<file path="src/rtl/imem_loader_if.sv">
// Byte-stream input and instruction-memory write port of the loader.
// The loader uses the slave modport; the byte source / memory side uses master.
interface imem_loader_if #(
    parameter int ADDR_W = 8
);
    logic [7:0]        in_data;
    logic              in_valid;
    logic              in_ready;
    logic              wr_en;
    logic [ADDR_W-1:0] wr_addr;
    logic [31:0]       wr_data;

    modport master (
        output in_data, in_valid,
        input  in_ready, wr_en, wr_addr, wr_data
    );

    modport slave (
        input  in_data, in_valid,
        output in_ready, wr_en, wr_addr, wr_data
    );
endinterface

</file>
<file path="src/rtl/imem_loader.sv">
// Instruction memory loader: count byte + big-endian words -> word writes, CPU held meanwhile.
// Optional trailing checksum byte enabled by defining IMEM_LOADER_CKSUM_EN.
module imem_loader #(
    parameter int DEPTH_WORDS = 64,
    parameter int ADDR_W      = 8
) (
    input  logic         clk,
    input  logic         rst_n,
    input  logic         load_start_i,
    imem_loader_if.slave bus,
    output logic         busy_o,
    output logic         cpu_hold_o,
    output logic         done_o,
    output logic         err_o
);
    localparam int CNT_W = $clog2(DEPTH_WORDS + 1);

    typedef enum logic [2:0] {
        S_IDLE,
        S_COUNT,
        S_BYTES,
        S_WRITE,
`ifdef IMEM_LOADER_CKSUM_EN
        S_CKSUM,
`endif
        S_FIN
    } state_t;

    state_t            state_q;
    logic [1:0]        byte_cnt_q;
    logic [CNT_W-1:0]  word_cnt_q;
    logic [CNT_W-1:0]  nwords_q;
    logic [23:0]       asm_q;
    logic              wr_en_q;
    logic [ADDR_W-1:0] wr_addr_q;
    logic [31:0]       wr_data_q;
    logic              busy_q;
    logic              done_q;
`ifdef IMEM_LOADER_CKSUM_EN
    logic [7:0]        sum_q;
    logic              err_q;
`endif

    logic              in_ready;
    logic              xfer;
    logic [CNT_W-1:0]  nwords_d;
    logic [CNT_W-1:0]  word_cnt_d;
    logic              last_word;

    always_comb begin
        in_ready = (state_q == S_COUNT) || (state_q == S_BYTES);
`ifdef IMEM_LOADER_CKSUM_EN
        in_ready = in_ready || (state_q == S_CKSUM);
`endif
        xfer = bus.in_valid & in_ready;
        // Zero or oversized count loads the whole memory.
        if (bus.in_data == 8'd0 || 32'(bus.in_data) > 32'(DEPTH_WORDS))
            nwords_d = CNT_W'(DEPTH_WORDS);
        else
            nwords_d = CNT_W'(bus.in_data);
        word_cnt_d = word_cnt_q + 1'b1;
        last_word  = (word_cnt_d == nwords_q);
    end

    always_ff @(posedge clk or negedge rst_n) begin
        if (!rst_n) begin
            state_q    <= S_IDLE;
            byte_cnt_q <= '0;
            word_cnt_q <= '0;
            nwords_q   <= '0;
            asm_q      <= '0;
            wr_en_q    <= 1'b0;
            wr_addr_q  <= '0;
            wr_data_q  <= '0;
            busy_q     <= 1'b0;
            done_q     <= 1'b0;
`ifdef IMEM_LOADER_CKSUM_EN
            sum_q      <= '0;
            err_q      <= 1'b0;
`endif
        end else begin
            wr_en_q <= 1'b0;
            done_q  <= 1'b0;
            case (state_q)
                S_IDLE: begin
                    if (load_start_i) begin
                        state_q    <= S_COUNT;
                        busy_q     <= 1'b1;
                        wr_addr_q  <= '0;
                        word_cnt_q <= '0;
                        byte_cnt_q <= '0;
`ifdef IMEM_LOADER_CKSUM_EN
                        sum_q      <= '0;
                        err_q      <= 1'b0;
`endif
                    end
                end
                S_COUNT: begin
                    if (xfer) begin
                        nwords_q <= nwords_d;
                        state_q  <= S_BYTES;
                    end
                end
                S_BYTES: begin
                    if (xfer) begin
                        byte_cnt_q <= byte_cnt_q + 1'b1;
                        asm_q      <= {asm_q[15:0], bus.in_data};
`ifdef IMEM_LOADER_CKSUM_EN
                        sum_q      <= sum_q + bus.in_data;
`endif
                        if (byte_cnt_q == 2'd3) begin
                            wr_data_q <= {asm_q, bus.in_data};
                            wr_en_q   <= 1'b1;
                            state_q   <= S_WRITE;
                        end
                    end
                end
                S_WRITE: begin
                    word_cnt_q <= word_cnt_d;
                    if (last_word) begin
                        // Address stays on the final word so it never wraps.
`ifdef IMEM_LOADER_CKSUM_EN
                        state_q <= S_CKSUM;
`else
                        state_q <= S_FIN;
                        done_q  <= 1'b1;
                        busy_q  <= 1'b0;
`endif
                    end else begin
                        wr_addr_q <= wr_addr_q + ADDR_W'(4);
                        state_q   <= S_BYTES;
                    end
                end
`ifdef IMEM_LOADER_CKSUM_EN
                S_CKSUM: begin
                    if (xfer) begin
                        if (bus.in_data != sum_q)
                            err_q <= 1'b1;
                        state_q <= S_FIN;
                        done_q  <= 1'b1;
                        busy_q  <= 1'b0;
                    end
                end
`endif
                S_FIN:   state_q <= S_IDLE;
                default: state_q <= S_IDLE;
            endcase
        end
    end

    assign bus.in_ready = in_ready;
    assign bus.wr_en    = wr_en_q;
    assign bus.wr_addr  = wr_addr_q;
    assign bus.wr_data  = wr_data_q;
    assign busy_o       = busy_q;
    assign cpu_hold_o   = busy_q;
    assign done_o       = done_q;
`ifdef IMEM_LOADER_CKSUM_EN
    assign err_o        = err_q;
`else
    assign err_o        = 1'b0;
`endif
endmodule

</file>
<file path="src/flat_wrapper.sv">
// flat-port wrapper written by rule: the top's interface ports become plain ports
module imem_loader_flat 
#(
    parameter int DEPTH_WORDS = 64,
    parameter int ADDR_W      = 8
)
  (clk, rst_n, load_start_i, busy_o, cpu_hold_o, done_o, err_o, bus_in_data, bus_in_valid, bus_in_ready, bus_wr_en, bus_wr_addr, bus_wr_data);
  imem_loader_if #(.ADDR_W(ADDR_W)) bus_i ();
  input  logic clk;
  input  logic rst_n;
  input  logic load_start_i;
  output logic busy_o;
  output logic cpu_hold_o;
  output logic done_o;
  output logic err_o;
  input wire logic [$bits(bus_i.in_data)-1:0] bus_in_data;
  input wire logic [$bits(bus_i.in_valid)-1:0] bus_in_valid;
  output wire logic [$bits(bus_i.in_ready)-1:0] bus_in_ready;
  output wire logic [$bits(bus_i.wr_en)-1:0] bus_wr_en;
  output wire logic [$bits(bus_i.wr_addr)-1:0] bus_wr_addr;
  output wire logic [$bits(bus_i.wr_data)-1:0] bus_wr_data;
  assign bus_i.in_data = bus_in_data;
  assign bus_i.in_valid = bus_in_valid;
  assign bus_in_ready = bus_i.in_ready;
  assign bus_wr_en = bus_i.wr_en;
  assign bus_wr_addr = bus_i.wr_addr;
  assign bus_wr_data = bus_i.wr_data;
  imem_loader #(.DEPTH_WORDS(DEPTH_WORDS), .ADDR_W(ADDR_W)) u_core (.clk(clk), .rst_n(rst_n), .load_start_i(load_start_i), .bus(bus_i), .busy_o(busy_o), .cpu_hold_o(cpu_hold_o), .done_o(done_o), .err_o(err_o));
endmodule
</file>
<file path="config.mk">
export PLATFORM = sky130hd
export DESIGN_NAME = imem_loader_flat
export DESIGN_NICKNAME = d
export VERILOG_FILES = /design/src/rtl/imem_loader_if.sv /design/src/rtl/imem_loader.sv /design/src/flat_wrapper.sv
export SDC_FILE = /design/constraint.sdc
export NUM_CORES = 1
export LEC_CHECK = 0
export ABC_AREA = 1
export CORE_MARGIN = 2
export CORE_UTILIZATION = 53
export DETAILED_ROUTE_END_ITERATION = 8
export GPL_TIMING_DRIVEN = 0
export PLACE_DENSITY = 0.87
export SYNTH_ARGS = -nofsm -noshare
export SYNTH_HDL_FRONTEND = slang
export SYNTH_SLANG_ARGS = --single-unit
</file>
<file path="constraint.sdc">
create_clock -name clk -period 2.25 [get_ports clk]
set_clock_uncertainty 0.1 [all_clocks]
set_input_delay 0.675 -clock clk [delete_from_list [all_inputs] [get_ports clk]]
set_output_delay 0.675 -clock clk [all_outputs]
set_load 0.005 [all_outputs]
</file>
==> results.json <==
{
  "clock_path_buffers": 2,
  "crit_buf_inv": 3,
  "yosysWarnings": 0,
  "die_w_um": 87.2,
  "outcome": "completed",
  "die_area_mm2": 0.00760,
  "final_layout_size_suffix_gt1_share_pct": 13.0,
  "cts_made_buffers": 9,
  "place_worst_setup_slack_ps": -126,
  "wl_met3_um": 418,
  "synth.distinct_cells": 28,
  "start_util_pct": 54.2,
  "path_class": "reg2out",
  "cp.arrival_ps": 1350,
  "cp_cell_sequence": "nor2_4, inv_2, nor2_4, inv_2, nand2_1, clkbuf_2",
  "dp.cells": 553,
  "timing.hold.ws_ps": 62.3,
  "nets": 502,
  "grt_setup_unrepaired": "false",
  "nFillCells": 503,
  "portBuffers": 54,
  "highest_layer": "met4",
  "dr_total_vias": 3031,
  "worst_slack_ps": 121,
  "multiInputGateArea_mm2": 0.00129,
  "post-route-period-util_pct": 94.6,
  "rows": 30,
  "max-cap-violations": 0,
  "cts_tree": "built",
  "cts.sinks": 84,
  "wl_per_cell_um": 14.3,
  "drc": 0,
  "period_minus_slack_ps": 2130,
  "vdd_drop_max_uv": 606,
  "grt_pass1_wl_mm": 13.5,
  "drtAntennaViolNets": 0,
  "drt_iter0_markers": 191,
  "path_clk_slew_ps": 90,
  "avgSynthCellArea_um2": 8.81,
  "critPathTopFamily": "flip-flops",
  "htree_num_levels": 3,
  "diodes": 0,
  "start_kind": "register",
  "clock_latency_ps": 370,
  "synth_edf_count": 0,
  "holdBufCountCts": 0,
  "grt_pass1_vias": 2968,
  "slew_viol_final": 0,
  "grt-ovfl-total": 0,
  "cts-root-buf": "clkbuf_8",
  "syn_inst": 416,
  "syn_area_mm2": 0.00366,
  "dr_wl_met2_mm": 3.96,
  "coreArea_mm2": 0.00676,
  "vias_per_cell": 5.30,
  "drt-total-wl_mm": 8.16,
  "place.gp.congestion": 0.876,
  "die_h_um": 87.2,
  "cp_slowest_cell": "dfrtp_2",
  "synthToLayoutAreaGrowth_pct": 24.7,
  "grt_usage_pct": 23.3,
  "pin_count": 58,
  "post-dp-hpwl_mm": 5.79,
  "path_max_fanout": 3,
  "crit_path_end_kind": "primary output",
  "yosys_register_bits": 84,
  "m1WireLength_mm": 3.58,
  "p_leak_nw": 2.23,
  "first_pass_iters": 5,
  "seq_area_frac_synth_pct": 57.4,
  "powerDensity_mw_per_mm2": 1240,
  "fmax_ghz": 0.470,
  "setup_viol_count_final": 0,
  "async_flop_share_pct": 100,
  "hold_viol_final": 0,
  "cpPeakStageDelay_ps": 450,
  "regArea_mm2": 0.00210,
  "final_cells": 572,
  "antenna_found_initial": 0,
  "ys.flop_type": "dfrtp_1",
  "min_path_type": "in2async",
  "crit_required_ps": 1470,
  "setup_tns_ps": 0,
  "grt_max_degree": 70
}
-- cells in the final DEF, fill, tap and decap left out, types with 6 or more instances in the layout --
master / count
dfrtp_1: 83
inv_1: 44
nand3_1: 24
nor2_1: 8
inv_2: 6
o21ai_0: 35
buf_2: 9
clkbuf_8: 9
nand2_1: 136
clkdlybuf4s50_1: 52
o21ai_1: 23
buf_4: 11
-- registers in the layout, summed over array words and instances, names as in the netlist --
signal	count
u_core.asm_q	24
u_core.bus.wr_addr	6
u_core.bus.wr_data	32
u_core.bus.wr_en	1
u_core.busy_o	1
u_core.byte_cnt_q	2
u_core.done_o	1
u_core.nwords_q	7
u_core.state_q	3
u_core.word_cnt_q	7
-- metrics by stage --
| stage | instance area, µm² | power, mW | utilization [%] |
|---|---|---|---|
| floorplan | 3670 | 3.63 | - |
| global placement | 4310 | 4.39 | 63.8 |
| detailed placement | 4340 | 4.52 | 64.2 |
| CTS | 4570 | 5.70 | 67.6 |
| global route | 4570 | 6.07 | 67.6 |
| finish | 4570 | 5.68 | 67.6 |
-- path summary, 6_finish.rpt --
check,start,to,slack (ps),depth (start not counted)
min reg2reg,u_core.bus.wr_data[27],u_core.bus.wr_data[27],380,2
min in group clk,u_core.bus.wr_data[27],u_core.bus.wr_data[27],380,2
min,rst_n,u_core.bus.wr_data[17],60,1
max,u_core.state_q[2],bus_in_ready,120,6
max reg2reg,u_core.word_cnt_q[0],u_core.bus.wr_addr[3],250,14
max in group asynchronous,rst_n,u_core.done_o,1390,2
-- cell type report --
class | count | share of cell area (%)
sequential | 84 | 46.0
multi-input combinational | 267 | 28.3
timing repair buffer | 58 | 12.8
inverter | 50 | 4.11
clock buffer | 9 | 2.71
buffer | 17 | 2.22
tap | 80 | 2.19
clock inverter | 7 | 1.75
-- report_power, final --
part | switching [mW] | internal [mW] | total [mW]
logic | 1.19 | 0.971 | 2.16
clock network | 0.590 | 0.530 | 1.12
registers | 0.348 | 2.05 | 2.40
total | 2.13 | 3.56 | 5.68
-- synth_stat cells (2+ instances only) --
master | count | share of area (%)
nand2_1 | 136 | 14
dfrtp_1 | 84 | 57
inv_1 | 45 | 4.6
o21ai_0 | 35 | 4.8
nand3_1 | 24 | 3.3
o21ai_1 | 23 | 3.1
buf_2 | 9 | 1.2
nor2_1 | 8 | 0.82
buf_4 | 7 | 1.4
inv_2 | 5 | 0.51
nand2_2 | 5 | 0.85
nor2_2 | 5 | 0.85
o22ai_1 | 4 | 0.68
ha_1 | 3 | 1.0
nor2_4 | 3 | 0.92
nor3_1 | 3 | 0.41
xnor2_1 | 3 | 0.72
xor2_1 | 3 | 0.72
nand2_4 | 2 | 0.61
-- cells by family (layout without fill, tap and decap cells) --
logic type | count (synthesis) | after routing | share of synthesized area [%]
compound gates | 64 | 64 | 8.98
xor+xnor | 6 | 6 | 1.43
fa+ha+maj | 3 | 3 | 1.02
buf+inv | 67 | 141 | 7.89
flops | 84 | 84 | 57.4
other cells | 1 | 3 | 0.102
simple gates | 191 | 191 | 23.2
-- worst register-to-register path: stages, from the launching register on --
cell and delay, ps:
dfrtp_1 450, ha_1 250, nand2_2 110, nor2_4 120, inv_1 70, nand2_1 80, nand2_1 60, nand2_1 70
nand2_2 80, nor2_4 120, nand2_1 100, nand2_1 110, inv_1 60, nand2_1 60, nand2_1 60
-- routing by layer --
| layer | global-route usage [%] | vias up |
|---|---|---|
| met5 | 0 | - |
| met4 | 10.9 | 0 |
| met3 | 5.69 | 16 |
| met2 | 36.0 | 97 |
| met1 | 31.3 | 1472 |
| li1 | - | 1446 |
-- repair_timing --
item,CTS,global route
setup endpoints to repair,1,1
pin swaps,2,0
setup buffers,2,1
resized for setup,6,1
Power figures use the tool's default switching activity.
